==> config.mk <==
export PLATFORM = sky130hd
export DESIGN_NAME = hist_job_sched_flat
export DESIGN_NICKNAME = d
export VERILOG_FILES = /design/src/rtl/hist_job_sched_pkg.sv /design/src/rtl/hist_job_sched_if.sv /design/src/rtl/hist_job_sched_job_fifo.sv /design/src/rtl/hist_job_sched.sv /design/src/flat_wrapper.sv
export SDC_FILE = /design/constraint.sdc
export NUM_CORES = 1
export LEC_CHECK = 0
export BUFFER_PORTS_ARGS = -buffer_cell sky130_fd_sc_hd__buf_2
export CAP_MARGIN = 20
export CORE_MARGIN = 3
export CORE_UTILIZATION = 45
export DETAILED_ROUTE_END_ITERATION = 10
export PLACE_DENSITY = 0.62
export SYNTH_ARGS = -nofsm -noshare
export SYNTH_HDL_FRONTEND = slang
export SYNTH_HIERARCHICAL = 1
export SYNTH_SLANG_ARGS = --single-unit
==> constraint.sdc <==
create_clock -name clk -period 5.3 [get_ports clk]
set_input_delay 0.265 -clock clk [delete_from_list [all_inputs] [get_ports clk]]
set_output_delay 0.265 -clock clk [all_outputs]
set_load 0.005 [all_outputs]
==> src/rtl/hist_job_sched_pkg.sv <==
// Shared types and constants for the histogram job scheduler: FSM states,
// status codes, the queued job record and the set of legal grid divisions.
package hist_job_sched_pkg;

  typedef enum logic [2:0] {
    ST_IDLE      = 3'd0,
    ST_CHECK     = 3'd1,
    ST_LBP_RUN   = 3'd2,
    ST_HCU_RUN   = 3'd3,
    ST_MATCH_RUN = 3'd4,
    ST_REPORT    = 3'd5
  } state_t;

  localparam logic [1:0] STAT_OK       = 2'b00;
  localparam logic [1:0] STAT_BAD_GRID = 2'b01;
  localparam logic [1:0] STAT_TIMEOUT  = 2'b10;
  localparam logic [1:0] STAT_RSVD     = 2'b11;

  // Bit n set means a grid division of n is legal: {1, 2, 4, 8}.
  localparam logic [15:0] LEGAL_GRID_MASK = 16'h0116;

  typedef struct packed {
    logic [2:0] id;
    logic       mode;
    logic [3:0] grid_x;
    logic [3:0] grid_y;
  } job_t;

  function automatic logic grid_legal(input logic [3:0] g);
    return LEGAL_GRID_MASK[g];
  endfunction

endpackage

==> src/rtl/hist_job_sched_if.sv <==
// Command, engine-control and status signals of the job scheduler.
// master = job source / engines side, slave = scheduler side.
interface hist_job_sched_if;
  logic       cmd_valid;
  logic       cmd_ready;
  logic       cmd_mode;
  logic [3:0] cmd_gridX;
  logic [3:0] cmd_gridY;
  logic       lbp_start;
  logic       lbp_done;
  logic       hcu_enable;
  logic       hcu_mode;
  logic [3:0] hcu_gridX;
  logic [3:0] hcu_gridY;
  logic       hcu_done;
  logic       match_start;
  logic       match_done;
  logic       stat_valid;
  logic [2:0] stat_id;
  logic [1:0] stat_code;
  logic       busy;

  modport master (
    output cmd_valid, cmd_mode, cmd_gridX, cmd_gridY, lbp_done, hcu_done, match_done,
    input  cmd_ready, lbp_start, hcu_enable, hcu_mode, hcu_gridX, hcu_gridY,
           match_start, stat_valid, stat_id, stat_code, busy
  );

  modport slave (
    input  cmd_valid, cmd_mode, cmd_gridX, cmd_gridY, lbp_done, hcu_done, match_done,
    output cmd_ready, lbp_start, hcu_enable, hcu_mode, hcu_gridX, hcu_gridY,
           match_start, stat_valid, stat_id, stat_code, busy
  );
endinterface

==> src/rtl/hist_job_sched_job_fifo.sv <==
// Synchronous show-ahead FIFO for queued jobs; full/empty come straight from
// the registered occupancy so the caller never pushes and pops a full FIFO.
module job_fifo #(
  parameter int DEPTH = 4,
  parameter int WIDTH = 12
) (
  input  logic                     clk,
  input  logic                     rst,
  input  logic                     push,
  input  logic [WIDTH-1:0]         din,
  input  logic                     pop,
  output logic [WIDTH-1:0]         dout,
  output logic [$clog2(DEPTH):0]   count,
  output logic                     full,
  output logic                     empty
);
  localparam int AW = $clog2(DEPTH);
  localparam int CW = AW + 1;

  logic [WIDTH-1:0] mem_r [DEPTH];
  logic [AW-1:0]    wr_ptr_r;
  logic [AW-1:0]    rd_ptr_r;
  logic [CW-1:0]    count_r;

  // Storage array; contents are don't-care until written.
  always_ff @(posedge clk) begin
    if (push) begin
      mem_r[wr_ptr_r] <= din;
    end
  end

  // Pointers and occupancy.
  always_ff @(posedge clk or posedge rst) begin
    if (rst) begin
      wr_ptr_r <= {AW{1'b0}};
      rd_ptr_r <= {AW{1'b0}};
      count_r  <= {CW{1'b0}};
    end else begin
      if (push) wr_ptr_r <= wr_ptr_r + AW'(1'b1);
      if (pop)  rd_ptr_r <= rd_ptr_r + AW'(1'b1);
      case ({push, pop})
        2'b10:   count_r <= count_r + CW'(1'b1);
        2'b01:   count_r <= count_r - CW'(1'b1);
        default: count_r <= count_r;
      endcase
    end
  end

  assign dout  = mem_r[rd_ptr_r];
  assign count = count_r;
  assign full  = (count_r == CW'(DEPTH));
  assign empty = (count_r == {CW{1'b0}});
endmodule

==> src/rtl/hist_job_sched.sv <==
// Job scheduler: queues train/predict commands and sequences each one through
// the LBP generator, histogram unit and (predict only) matcher with a watchdog.
module hist_job_sched
  import hist_job_sched_pkg::*;
#(
  parameter int          FIFO_DEPTH  = 4,
  parameter logic [15:0] TIMEOUT_CYC = 16'd50000
) (
  input logic             clk,
  input logic             rst,
  hist_job_sched_if.slave bus
);
  localparam int CW = $clog2(FIFO_DEPTH) + 1;

  state_t        state_r, state_nxt_s;
  job_t          job_r, head_s, cmd_job_s;
  logic [2:0]    id_r;
  logic [15:0]   wd_r;
  logic [1:0]    code_r, code_nxt_s;
  logic          push_s, pop_s, full_s, empty_s;
  logic [CW-1:0] count_s, count_nxt_s;
  logic          timeout_s, first_s, in_run_s;
  logic          lbp_start_r, match_start_r, hcu_enable_r, stat_valid_r, busy_r;

  assign cmd_job_s   = {id_r, bus.cmd_mode, bus.cmd_gridX, bus.cmd_gridY};
  assign push_s      = bus.cmd_valid & ~full_s;
  assign count_nxt_s = count_s + CW'(push_s) - CW'(pop_s);
  assign timeout_s   = (wd_r == TIMEOUT_CYC - 16'd1);
  // First cycle of a RUN state: a done here coincides with the start pulse.
  assign first_s     = (wd_r == 16'd0);
  assign in_run_s    = state_r inside {ST_LBP_RUN, ST_HCU_RUN, ST_MATCH_RUN};

  job_fifo #(.DEPTH(FIFO_DEPTH), .WIDTH($bits(job_t))) u_job_fifo (
    .clk   (clk),
    .rst   (rst),
    .push  (push_s),
    .din   (cmd_job_s),
    .pop   (pop_s),
    .dout  (head_s),
    .count (count_s),
    .full  (full_s),
    .empty (empty_s)
  );

  // Next-state, completion code and FIFO pop.
  always_comb begin
    state_nxt_s = state_r;
    code_nxt_s  = code_r;
    pop_s       = 1'b0;
    case (state_r)
      ST_IDLE: begin
        if (!empty_s) begin
          state_nxt_s = ST_CHECK;
          pop_s       = 1'b1;
        end else begin
          state_nxt_s = ST_IDLE;
        end
      end
      ST_CHECK: begin
        if (grid_legal(job_r.grid_x) && grid_legal(job_r.grid_y)) begin
          state_nxt_s = ST_LBP_RUN;
        end else begin
          state_nxt_s = ST_REPORT;
          code_nxt_s  = STAT_BAD_GRID;
        end
      end
      ST_LBP_RUN: begin
        if (bus.lbp_done && !first_s) begin
          state_nxt_s = ST_HCU_RUN;
        end else if (timeout_s) begin
          state_nxt_s = ST_REPORT;
          code_nxt_s  = STAT_TIMEOUT;
        end else begin
          state_nxt_s = ST_LBP_RUN;
        end
      end
      ST_HCU_RUN: begin
        if (bus.hcu_done) begin
          if (job_r.mode) begin
            state_nxt_s = ST_MATCH_RUN;
          end else begin
            state_nxt_s = ST_REPORT;
            code_nxt_s  = STAT_OK;
          end
        end else if (timeout_s) begin
          state_nxt_s = ST_REPORT;
          code_nxt_s  = STAT_TIMEOUT;
        end else begin
          state_nxt_s = ST_HCU_RUN;
        end
      end
      ST_MATCH_RUN: begin
        if (bus.match_done && !first_s) begin
          state_nxt_s = ST_REPORT;
          code_nxt_s  = STAT_OK;
        end else if (timeout_s) begin
          state_nxt_s = ST_REPORT;
          code_nxt_s  = STAT_TIMEOUT;
        end else begin
          state_nxt_s = ST_MATCH_RUN;
        end
      end
      ST_REPORT: state_nxt_s = ST_IDLE;
      default:   state_nxt_s = ST_IDLE;
    endcase
  end

  // State, job registers, id counter and per-stage watchdog.
  always_ff @(posedge clk or posedge rst) begin
    if (rst) begin
      state_r <= ST_IDLE;
      code_r  <= STAT_OK;
      job_r   <= {$bits(job_t){1'b0}};
      id_r    <= 3'd0;
      wd_r    <= 16'd0;
    end else begin
      state_r <= state_nxt_s;
      code_r  <= code_nxt_s;
      if (pop_s)  job_r <= head_s;
      if (push_s) id_r  <= id_r + 3'd1;
      if ((state_nxt_s != state_r) || !in_run_s) wd_r <= 16'd0;
      else                                       wd_r <= wd_r + 16'd1;
    end
  end

  // Registered control and status outputs, derived from the next state.
  always_ff @(posedge clk or posedge rst) begin
    if (rst) begin
      lbp_start_r   <= 1'b0;
      match_start_r <= 1'b0;
      hcu_enable_r  <= 1'b0;
      stat_valid_r  <= 1'b0;
      busy_r        <= 1'b0;
    end else begin
      lbp_start_r   <= (state_r == ST_CHECK) && (state_nxt_s == ST_LBP_RUN);
      match_start_r <= (state_r == ST_HCU_RUN) && (state_nxt_s == ST_MATCH_RUN);
      hcu_enable_r  <= (state_nxt_s == ST_HCU_RUN);
      stat_valid_r  <= (state_nxt_s == ST_REPORT);
      busy_r        <= (state_nxt_s != ST_IDLE) || (count_nxt_s != {CW{1'b0}});
    end
  end

  assign bus.cmd_ready   = ~full_s;
  assign bus.lbp_start   = lbp_start_r;
  assign bus.match_start = match_start_r;
  assign bus.hcu_enable  = hcu_enable_r;
  assign bus.hcu_mode    = job_r.mode;
  assign bus.hcu_gridX   = job_r.grid_x;
  assign bus.hcu_gridY   = job_r.grid_y;
  assign bus.stat_valid  = stat_valid_r;
  assign bus.stat_id     = job_r.id;
  assign bus.stat_code   = code_r;
  assign bus.busy        = busy_r;
endmodule

==> src/flat_wrapper.sv <==
// flat-port wrapper written by rule: the top's interface ports become plain ports
module hist_job_sched_flat import hist_job_sched_pkg::*;
#(
  parameter int          FIFO_DEPTH  = 4,
  parameter logic [15:0] TIMEOUT_CYC = 16'd50000
)
  (clk, rst, bus_cmd_valid, bus_cmd_mode, bus_cmd_gridX, bus_cmd_gridY, bus_lbp_done, bus_hcu_done, bus_match_done, bus_cmd_ready, bus_lbp_start, bus_hcu_enable, bus_hcu_mode, bus_hcu_gridX, bus_hcu_gridY, bus_match_start, bus_stat_valid, bus_stat_id, bus_stat_code, bus_busy);
  hist_job_sched_if bus_i ();
  input logic clk;
  input logic rst;
  input wire logic [$bits(bus_i.cmd_valid)-1:0] bus_cmd_valid;
  input wire logic [$bits(bus_i.cmd_mode)-1:0] bus_cmd_mode;
  input wire logic [$bits(bus_i.cmd_gridX)-1:0] bus_cmd_gridX;
  input wire logic [$bits(bus_i.cmd_gridY)-1:0] bus_cmd_gridY;
  input wire logic [$bits(bus_i.lbp_done)-1:0] bus_lbp_done;
  input wire logic [$bits(bus_i.hcu_done)-1:0] bus_hcu_done;
  input wire logic [$bits(bus_i.match_done)-1:0] bus_match_done;
  output wire logic [$bits(bus_i.cmd_ready)-1:0] bus_cmd_ready;
  output wire logic [$bits(bus_i.lbp_start)-1:0] bus_lbp_start;
  output wire logic [$bits(bus_i.hcu_enable)-1:0] bus_hcu_enable;
  output wire logic [$bits(bus_i.hcu_mode)-1:0] bus_hcu_mode;
  output wire logic [$bits(bus_i.hcu_gridX)-1:0] bus_hcu_gridX;
  output wire logic [$bits(bus_i.hcu_gridY)-1:0] bus_hcu_gridY;
  output wire logic [$bits(bus_i.match_start)-1:0] bus_match_start;
  output wire logic [$bits(bus_i.stat_valid)-1:0] bus_stat_valid;
  output wire logic [$bits(bus_i.stat_id)-1:0] bus_stat_id;
  output wire logic [$bits(bus_i.stat_code)-1:0] bus_stat_code;
  output wire logic [$bits(bus_i.busy)-1:0] bus_busy;
  assign bus_i.cmd_valid = bus_cmd_valid;
  assign bus_i.cmd_mode = bus_cmd_mode;
  assign bus_i.cmd_gridX = bus_cmd_gridX;
  assign bus_i.cmd_gridY = bus_cmd_gridY;
  assign bus_i.lbp_done = bus_lbp_done;
  assign bus_i.hcu_done = bus_hcu_done;
  assign bus_i.match_done = bus_match_done;
  assign bus_cmd_ready = bus_i.cmd_ready;
  assign bus_lbp_start = bus_i.lbp_start;
  assign bus_hcu_enable = bus_i.hcu_enable;
  assign bus_hcu_mode = bus_i.hcu_mode;
  assign bus_hcu_gridX = bus_i.hcu_gridX;
  assign bus_hcu_gridY = bus_i.hcu_gridY;
  assign bus_match_start = bus_i.match_start;
  assign bus_stat_valid = bus_i.stat_valid;
  assign bus_stat_id = bus_i.stat_id;
  assign bus_stat_code = bus_i.stat_code;
  assign bus_busy = bus_i.busy;
  hist_job_sched #(.FIFO_DEPTH(FIFO_DEPTH), .TIMEOUT_CYC(TIMEOUT_CYC)) u_core (.clk(clk), .rst(rst), .bus(bus_i));
endmodule
==> results of run 1 <==
[routing by layer]
metal | vias to the layer above | global-route usage, %
met1 | 1288 | 20.35
met5 | - | 0
li1 | 1206 | -
met4 | 0 | 5.342
met3 | 9 | 3.891
met2 | 35 | 26.12
[per-stage QoR]
step                      cell area (um2)  util (%)  instances
after CTS                            4890     52.18        484
after detailed placement             4668     49.81        467
after floorplan                      4397         -        311
after global routing                 4890     52.18        484
after global placement               4668     49.81        467
final                                4890     52.18        484
[cell families (layout without fill, tap and decap cells)]
group	after synthesis	after routing	share of synthesized area [%]
and+or+nand+nor	92	92	12.78
xor gates and xnor gates	25	25	4.980
adders and majority gates	14	14	4.326
AOI/OAI and AO/OA	27	27	4.582
buffers and inverters	33	77	3.756
muxes	24	24	9.476
DFF	96	96	60.10
[worst register-to-register path, cell delays in order (launching register included)]
cell and delay [ps]:
dfrtp_1 430, nor3_1 510, nor4_4 50, buf_4 230, ha_1 300, inv_1 40, ha_1 180, fa_1 370
xnor2_1 130, or3_1 300, nor3b_1 190, o2111ai_1 130
[cells in the final DEF, fill, tap and decap left out, types with 3 or more instances in the layout]
cell | Yosys | layout
a21oi_1 | 3 | 3
a31oi_1 | 3 | 3
and2_1 | 7 | 7
and3_1 | 3 | 3
buf_2 | 5 | 34
clkbuf_8 | 0 | 9
dfrtp_1 | 48 | 48
edfxtp_1 | 48 | 48
ha_1 | 12 | 12
inv_1 | 24 | 23
mux2_2 | 8 | 8
mux2i_1 | 3 | 3
mux4_1 | 4 | 4
mux4_2 | 8 | 8
nand2_1 | 17 | 17
nand3_1 | 8 | 8
nand3b_1 | 4 | 4
nand4_1 | 3 | 3
nor2_1 | 9 | 9
nor3_1 | 20 | 20
nor3_2 | 3 | 3
o21ai_0 | 8 | 8
xnor2_1 | 16 | 16
xor2_1 | 9 | 9
[power groups by stage]
| stage | Combinational (mW) | Clock [mW] | Sequential, mW |
|---|---|---|---|
| after floorplan | 0.779 | 0 | 1.11 |
| after global routing | 1.01 | 0.548 | 1.23 |
| after CTS | 0.916 | 0.517 | 1.20 |
| after global placement | 0.898 | 0 | 1.20 |
| after detailed placement | 0.909 | 0 | 1.22 |
| final | 0.902 | 0.501 | 1.20 |
[flip-flops by register name (all words and copies together), names as in the netlist, 2 cells and up]
signal,flops
u_core/bus.hcu_gridX,4
u_core/bus.hcu_gridY,4
u_core/bus.stat_code,2
u_core/bus.stat_id,3
u_core/id_r,3
u_core/state_r,3
u_core/u_job_fifo/count,3
u_core/u_job_fifo/mem_r,48
u_core/u_job_fifo/rd_ptr_r,2
u_core/u_job_fifo/wr_ptr_r,2
u_core/wd_r,16
[layout make-up]
class / instances / area [um2]
clock buffers: 9 / 123.9
well taps: 129 / 161.4
inverters: 24 / 90.09
multi-input cells: 182 / 1589
repair buffers: 37 / 195.2
flip-flops and latches: 96 / 2643
fillers: 835 / 4482
clock inverters: 7 / 87.58
[worst max path at each step]
stage | start | endpoint | slack, ps | depth (start not counted)
finish | u_core/u_job_fifo/count[0] | u_core/bus.busy | 2290 | 11
global route | u_core/u_job_fifo/count[1] | u_core/bus.busy | 2160 | 11
CTS | u_core/u_job_fifo/count[0] | u_core/bus.busy | 2310 | 11
detailed placement | u_core/u_job_fifo/count[0] | u_core/bus.busy | 2330 | 11
global placement | u_core/u_job_fifo/count[0] | u_core/bus.busy | 2390 | 11
floorplan | u_core/state_r[2] | u_core/bus.busy | 2360 | 10
[what timing repair did]
item                                    in CTS  in global routing
endpoints found under the setup margin       0                  0
endpoints found under the hold margin        7                  0
hold buffers                                 1                  0
setup buffers                                0                  0
==> qor.txt, run 1 <==
Initial core utilization = 46.92%
P per Cell Area = 531.6 nW/um2
Worst Path Arrival = 3240 ps
Ordered cell list for the critical path = nor3_1 -> nor4_4 -> buf_4 -> ha_1 -> inv_1 -> ha_1 -> fa_1 -> xnor2_1 -> or3_1 -> nor3b_1 -> o2111ai_1
Clk_lat worst skew = 360 ps
Met2 routed WL = 4.071 mm
Slew Limit Fails = 0
Hold Crit Start = bus_cmd_gridY[0]
Yosys warnings = 6
PnR worst setup slack = 2290 ps
Hold crit path type = input pin to flip-flop
Top Layer Used = met4
Max Clock Freq = 332.2 MHz
Vias = 2538
Setup TNS Final = 0 ps
CTS buffer count = 9
Pre-CTS setup slack = 2326 ps
Hold path cells = 1
Nets = 379
Vias/cell = 5.244
Final clock skew = 10.43 ps
Fraction of layout cells with a size suffix above 1 = 23.66%
Minimum clock period = 3010 ps
Core ar. = 9371 um2
P_int = 1.668 mW
Clock Sinks = 96
Switching Share = 35.84%
Switching power total = 0.9317 mW
Vias in the first global route = 2564
Wire length on met1 = 3.569 mm
Setup crit start kind = flip-flop
Post-synth top cells = 48 x dfrtp_1, 48 x edfxtp_1, 24 x inv_1
Post-synth EDFFs = 48
Unrepaired setup endpoints after global routing = false
Drt total wl = 7.994 mm
Crit share post-route = 56.79%
Element type at the critical path end = flip-flop
CTS root buffer = clkbuf_8
Hold endpoint = u_core/u_job_fifo/mem_r[0][0]
Reg2Reg Setup Slack = 2290 ps
Combinational power share = 34.7%
Synth Register Bits = 96
Max Root-Sink Buffers = 2
Reg-to-reg endpoint = u_core/bus.busy
Top cell type's share of synthesized area = 32.78%
Largest delay contributor family on the critical path = simple AND/OR/NAND/NOR gates
Power Total = 2.599 mW
Largest net degree at the start of global routing = 42
Largest cells by area after synthesis = edfxtp_1 33%, dfrtp_1 27%, mux4_2 4.1%
Synth area leader = edfxtp_1
Setup violations, final = 0
Slowest CP cell = nor3_1
DRC errors left = 0
ANT nets after route = 0
Number of buffers and inverters on the critical path = 2
DR iter-0 viols = 91
Critical Path Fanout Max = 20
Routability Congestion = 0.8369
Die H = 104.8 um
Asr flop ratio synth = 50.00%
First-pass iteration count of the detailed router = 4
Hpwl dp = 5.359 mm
Clock power frac = 19.3%
Max transition margin = 45.48%
Rows = 35
First-pass GRT wire length = 13.46 mm
Total track usage = 15.78%
Initial antenna violation count = 0
Post-Syn Area per Cell = 14.14 um2
Netlist cell types = 54
CP required = 5530 ps
ANT cells = 0
Most frequent cell on the critical path = ha_1
Status = completed
Reg clk slew, reported paths = 100 ps
Worst Reg-to-Reg Cells = 11
Area delta synth->final = 11.21%
Sequential fraction of the synthesis area = 60.10%
Worst-Margin Slew = 817.8 ps
DR WL/cell = 16.52 um
H-tree Lvls = 3
Mapped Nets = 340
Mapped Cells = 311
Slowest stage delay, CP = 510 ps
Fin. Hold Viols = 0
Die width = 104.8 um
Worst vdd ir = 0.0002564 V
Reg power frac = 46.0%
Top FF cell, synth = edfxtp_1
Die area = 10990 um2
Congestion Overflow GR = 0
I/O Buffers = 34
Fin Hold WS = 105.8 ps
# IOs = 35
Max_cap viols = 0
Leakage = 1.909 nW
CTS tree = done
Post-CTS sizing = 0
Crit Reg-Reg Startpoint = u_core/u_job_fifo/count[0]
Syn Std Cell Area = 4397 um2
Met3 WL post-DR = 231 um
Setup CP Type = flip-flop to flip-flop
No activity file was read; power rests on OpenSTA's default activity.
==> run 2, diff against run 1 <==
--- a/config.mk
+++ b/config.mk
@@ -10,7 +10,7 @@
 export CORE_MARGIN = 3
 export CORE_UTILIZATION = 45
 export DETAILED_ROUTE_END_ITERATION = 10
-export PLACE_DENSITY = 0.62
+export PLACE_DENSITY = 0.64
 export SYNTH_ARGS = -nofsm -noshare
 export SYNTH_HDL_FRONTEND = slang
 export SYNTH_HIERARCHICAL = 1
==> constraint.sdc (replaced) <==
create_clock -name clk -period 2.6 [get_ports clk]
set_input_delay 0.13 -clock clk [delete_from_list [all_inputs] [get_ports clk]]
set_output_delay 0.13 -clock clk [all_outputs]
set_load 0.005 [all_outputs]
==> run 2 against run 1 <==
Compared with the run above: clock power up 90%; count of clock-buffer cells in the layout unchanged; sequential cell count unchanged; sequential power up 97%; setup slack worse by 2200 ps; core utilization up 2.1 points; wire length down 3.3%; register-to-register slack worse by 2200 ps; die area unchanged; critical path type unchanged; critical endpoint unchanged; largest cell class unchanged; largest power group unchanged.
==> qor.txt, run 2 (same netlist as run 1, synthesis figures left out) <==
Drt total wl = 7.734 mm
Vias/cell = 5.115
DRC errors left = 0
Clk_lat worst skew = 350 ps
Vias in the first global route = 2654
Top Registers = u_core/u_job_fifo/mem_r x48, u_core/wd_r x16
Max reg flops = 48
Largest net degree at the start of global routing = 27
Slowest CP cell = dfrtp_1
ANT nets after route = 0
CP required = 2830 ps
Rows = 35
Worst Reg-to-Reg Cells = 11
# IOs = 35
Max_cap viols = 0
Initial antenna violation count = 0
Crit share post-route = 95.69%
Die area = 10990 um2
Slowest stage delay, CP = 430 ps
Fraction of layout cells with a size suffix above 1 = 26.86%
Die H = 104.8 um
ANT cells = 0
Reg with most FFs = u_core/u_job_fifo/mem_r
Initial core utilization = 46.92%
Routability Congestion = 0.8088
Hpwl dp = 5.356 mm
Final Cell Area = 5086 um2
Fin. Hold Viols = 0
H-tree Lvls = 3
Reg2Reg Setup Slack = 110 ps
Fin Hold WS = 78.01 ps
Hold crit path type = input pin to flip-flop
Status = completed
Nets = 400
Die width = 104.8 um
Critical Path End = u_core/bus.busy
Reg-to-reg endpoint = u_core/bus.busy
Most frequent cell on the critical path = ha_4
Dpl cell area = 4788 um2
Power Total = 5.401 mW
Setup TNS Final = 0 ps
Final clock skew = 11.98 ps
Ordered cell list for the critical path = nor3_2 -> buf_4 -> nor4_4 -> ha_4 -> inv_2 -> ha_4 -> fa_1 -> xnor2_1 -> or3_1 -> nor3b_2 -> o2111ai_1
Critical Path Fanout Max = 4
Worst-Margin Slew = 668.9 ps
Post-layout util = 54.27%
Vias = 2583
Setup violations, final = 0
Worst Path Arrival = 2720 ps
Total track usage = 15.25%
Congestion Overflow GR = 0
Slew Limit Fails = 0
CTS root buffer = clkbuf_8
Fillcell total = 793
Leakage = 1.996 nW
PnR worst setup slack = 112.1 ps
Fin cells = 505
Max Root-Sink Buffers = 2
Worst vdd ir = 0.0004712 V
CTS tree = done
Placed instance count = 479
Core ar. = 9371 um2
Reg clk slew, reported paths = 100 ps
Setup CP Type = flip-flop to flip-flop
Clock Sinks = 96
Crit Reg-Reg Startpoint = u_core/u_job_fifo/count[0]
Setup bufs post-CTS = 0
Unrepaired setup endpoints after global routing = false
First-pass iteration count of the detailed router = 4
Critical Path Source = u_core/u_job_fifo/count[0]
First-pass GRT wire length = 13.28 mm
I/O Buffers = 34
Pre-CTS setup slack = 85.06 ps
CTS buffer count = 9
P per Cell Area = 1062 nW/um2
Minimum clock period = 2488 ps
DR iter-0 viols = 80
Max transition margin = 55.41%
Setup crit start kind = flip-flop
Area delta synth->final = 15.68%
Max Clock Freq = 401.9 MHz
Element type at the critical path end = flip-flop
DR WL/cell = 15.31 um
Most frequent cells in the layout = 48 x dfrtp_1, 48 x edfxtp_1, 34 x buf_2
-- run 2: what timing repair did --
action                                  CTS  global route
hold buffers                              9             1
endpoints found under the setup margin    0             1
resized for setup                         0             1
endpoints found under the hold margin    54             4
-- run 2: layout make-up --
class                   instances  area, um2  share of cell area, %
repair buffers                 58      375.4                  7.380
flip-flops and latches         96       2643                  51.96
clock buffers                   9      123.9                  2.435
clock inverters                 7      68.82                  1.353
inverters                      24      90.09                  1.771
multi-input cells             182       1624                  31.93
well taps                     129      161.4                  3.173
-- run 2: worst min path at each step --
| stage | start | end | slack, ps | depth (start not counted) |
|---|---|---|---|---|
| floorplan | rst | u_core/u_job_fifo/count[0] | -70 | 1 |
| global placement | rst | u_core/u_job_fifo/count[1] | 80 | 2 |
| detailed placement | rst | u_core/u_job_fifo/count[2] | 80 | 2 |
| CTS | bus_cmd_gridY[2] | u_core/u_job_fifo/mem_r[3][2] | 1 | 1 |
| global route | bus_hcu_done | u_core/bus.match_start | 80 | 3 |
| finish | bus_hcu_done | u_core/bus.match_start | 80 | 3 |
-- run 2: critical path, delay by kind of cell (launching register included) --
family	cells	cell delay (ps)
simple gates	4	710
flops	1	430
xor+xnor	1	130
buf+inv	2	190
fa+ha+maj	3	810
compound gates	1	100
-- run 2: routing by layer --
| layer | share of wire (%) | up-vias | global-route usage (%) |
|---|---|---|---|
| met5 | 0 | - | 0 |
| met4 | 1.9 | 0 | 4.967 |
| met3 | 3.0 | 11 | 3.706 |
| met2 | 47 | 40 | 23.88 |
| met1 | 48 | 1282 | 21.03 |
| li1 | - | 1250 | - |
-- run 2: power breakdown --
group          switching, mW  leakage [nW]  internal, mW  total (mW)
Clock                  0.506        0.0936         0.444       0.951
Combinational           1.06         0.855          1.03        2.09
Sequential             0.323          1.05          2.04        2.36
==> run 3, diff against run 2 <==
--- a/config.mk
+++ b/config.mk
@@ -5,12 +5,13 @@
 export SDC_FILE = /design/constraint.sdc
 export NUM_CORES = 1
 export LEC_CHECK = 0
-export BUFFER_PORTS_ARGS = -buffer_cell sky130_fd_sc_hd__buf_2
+export BUFFER_PORTS_ARGS = -buffer_cell sky130_fd_sc_hd__buf_4
 export CAP_MARGIN = 20
 export CORE_MARGIN = 3
 export CORE_UTILIZATION = 45
 export DETAILED_ROUTE_END_ITERATION = 10
-export PLACE_DENSITY = 0.64
+export PLACE_DENSITY = 0.65
+export REMOVE_ABC_BUFFERS = 1
 export SYNTH_ARGS = -nofsm -noshare
 export SYNTH_HDL_FRONTEND = slang
 export SYNTH_HIERARCHICAL = 1
==> run 3 against run 2 <==
Compared with the run above: global-route usage rose by 0.65 points; non-clock buffer count rose by 4; sequential power fell by 2%; wire length rose by 6.2%; count of clock-buffer cells in the layout did not move; via count rose by 1.1%; critical path type unchanged; highest routed layer unchanged.
==> qor.txt, run 3 (same netlist as run 1, synthesis figures left out) <==
Status = completed
Unrepaired setup endpoints after global routing = false
Max_cap viols = 0
CP required = 2830 ps
Hold crit path type = input pin to flip-flop
Max Root-Sink Buffers = 2
ANT nets after route = 0
Most common cell after layout, fill and taps aside = buf_4
Combinational power share = 39.6%
ANT cells = 0
Slowest CP cell = fa_2
Setup crit start kind = flip-flop
Element type at the critical path end = flip-flop
Max Clock Freq = 401.8 MHz
Vias in the first global route = 2694
Slowest stage delay, CP = 430 ps
Most frequent cells in the layout = 51 x buf_4, 48 x dfrtp_1, 48 x edfxtp_1
Total track usage = 15.90%
Top Registers = u_core/u_job_fifo/mem_r x48, u_core/wd_r x16
Clk_lat worst skew = 350 ps
Worst vdd ir = 0.0005255 V
Max reg flops = 48
PnR worst setup slack = 111.2 ps
Reg with most FFs = u_core/u_job_fifo/mem_r
Routability Congestion = 0.7685
Fin. Hold Viols = 0
Number of buffers and inverters on the critical path = 2
First-pass GRT wire length = 13.70 mm
Leakage = 2.067 nW
Clock power frac = 19.2%
Fin cells = 509
Ordered cell list for the critical path = nor3_2 -> buf_4 -> nor4_4 -> ha_1 -> inv_1 -> ha_1 -> fa_2 -> or3_1 -> nor3b_2 -> o2111ai_1
Nets = 404
Most frequent cell on the critical path = ha_1
I/O Buffers = 34
CTS tree = done
Switching Share = 34.17%
Reg clk slew, reported paths = 100 ps
Hpwl dp = 5.704 mm
Critical Path Fanout Max = 2
Rows = 35
Core ar. = 9371 um2
CTS root buffer = clkbuf_8
Die H = 104.8 um
Final clock skew = 14.32 ps
Initial core utilization = 46.92%
DR iter-0 viols = 165
Clock Sinks = 96
P_int = 3.707 mW
Max transition margin = 61.80%
Pre-CTS setup slack = 65.82 ps
CTS buffer count = 9
Crit share post-route = 95.72%
Largest net degree at the start of global routing = 20
Slew Limit Fails = 0
P per Cell Area = 1077 nW/um2
Drt total wl = 8.214 mm
Die width = 104.8 um
Congestion Overflow GR = 0
Vias = 2611
Minimum clock period = 2489 ps
Placed instance count = 483
Area delta synth->final = 18.95%
Setup violations, final = 0
# IOs = 35
H-tree Lvls = 3
Worst Path Arrival = 2720 ps
Worst-Margin Slew = 567.0 ps
Initial antenna violation count = 0
Fraction of layout cells with a size suffix above 1 = 27.11%
Reg power frac = 41.2%
First-pass iteration count of the detailed router = 4
Setup CP Type = flip-flop to flip-flop
DRC errors left = 0
Largest delay contributor family on the critical path = adder cells
Vias/cell = 5.130
DR WL/cell = 16.14 um
Die area = 10990 um2
Switching power total = 1.924 mW
==> run 3: per-stage QoR <==
stage               power [mW]  util [%]  cell area, um2  hold slack [ps]  TNS (ps)
floorplan                3.725         -            4322           -66.60    -402.5
global route             6.047     55.81            5230            78.90         0
detailed placement       4.568     52.22            4893            89.87         0
CTS                      5.677     55.67            5218            54.38         0
global placement         4.505     51.92            4866            80.85         0
finish                   5.631     55.81            5230            84.39         0
==> run 3: timing repair <==
action,4_1_cts,5_1_grt
endpoints found under the hold margin,57,0
setup endpoints to repair,0,1
resized for setup,0,3
setup buffers,0,0
hold buffers,10,0
==> run 3: path summary, 6_finish.rpt <==
kind	startpoint	to	slack, ps	cells past startpoint
worst max-delay path	u_core/u_job_fifo/count[0]	u_core/bus.busy	110	10
worst min-delay path	bus_hcu_done	u_core/bus.match_start	80	3
worst max register to register	u_core/u_job_fifo/count[0]	u_core/bus.busy	110	10
worst min register to register	u_core/wd_r[0]	u_core/wd_r[0]	520	1
max in group asynchronous	rst	u_core/wd_r[7]	1780	4
min in group asynchronous	rst	u_core/u_job_fifo/wr_ptr_r[1]	260	3
==> run 3: tightest hold or removal path, stage by stage <==
cell and delay [ps]:
buf_4 120, nand3_1 100, nor3_1 50
==> run 3: cell type report <==
cell class / instances / area, um2
fill: 822 / 4141
clock inverter: 7 / 100.1
sequential: 96 / 2643
tap: 129 / 161.4
timing repair buffer: 62 / 510.5
multi-input combinational: 182 / 1602
clock buffer: 9 / 123.9
inverter: 24 / 90.09
==> run 3: metal layers <==
layer	part of all wire (%)	vias up	wire length (um)	GRT usage (%)
met4	0.97	0	80	4.967
li1	-	1256	-	-
met1	47	1312	3820	21.70
met3	2.8	7	226	3.274
met5	0	-	0	0
met2	50	36	4087	25.71
==> run 3: power by group through the flow <==
| stage | registers (mW) | clock network, mW | logic [mW] |
|---|---|---|---|
| 4_1_cts | 2.33 | 1.12 | 2.23 |
| 6_report | 2.32 | 1.08 | 2.23 |
| 3_3_place_gp | 2.33 | 0 | 2.17 |
| 3_5_place_dp | 2.36 | 0 | 2.21 |
| 5_1_grt | 2.37 | 1.17 | 2.51 |
| 2_1_floorplan | 2.37 | 0 | 1.36 |
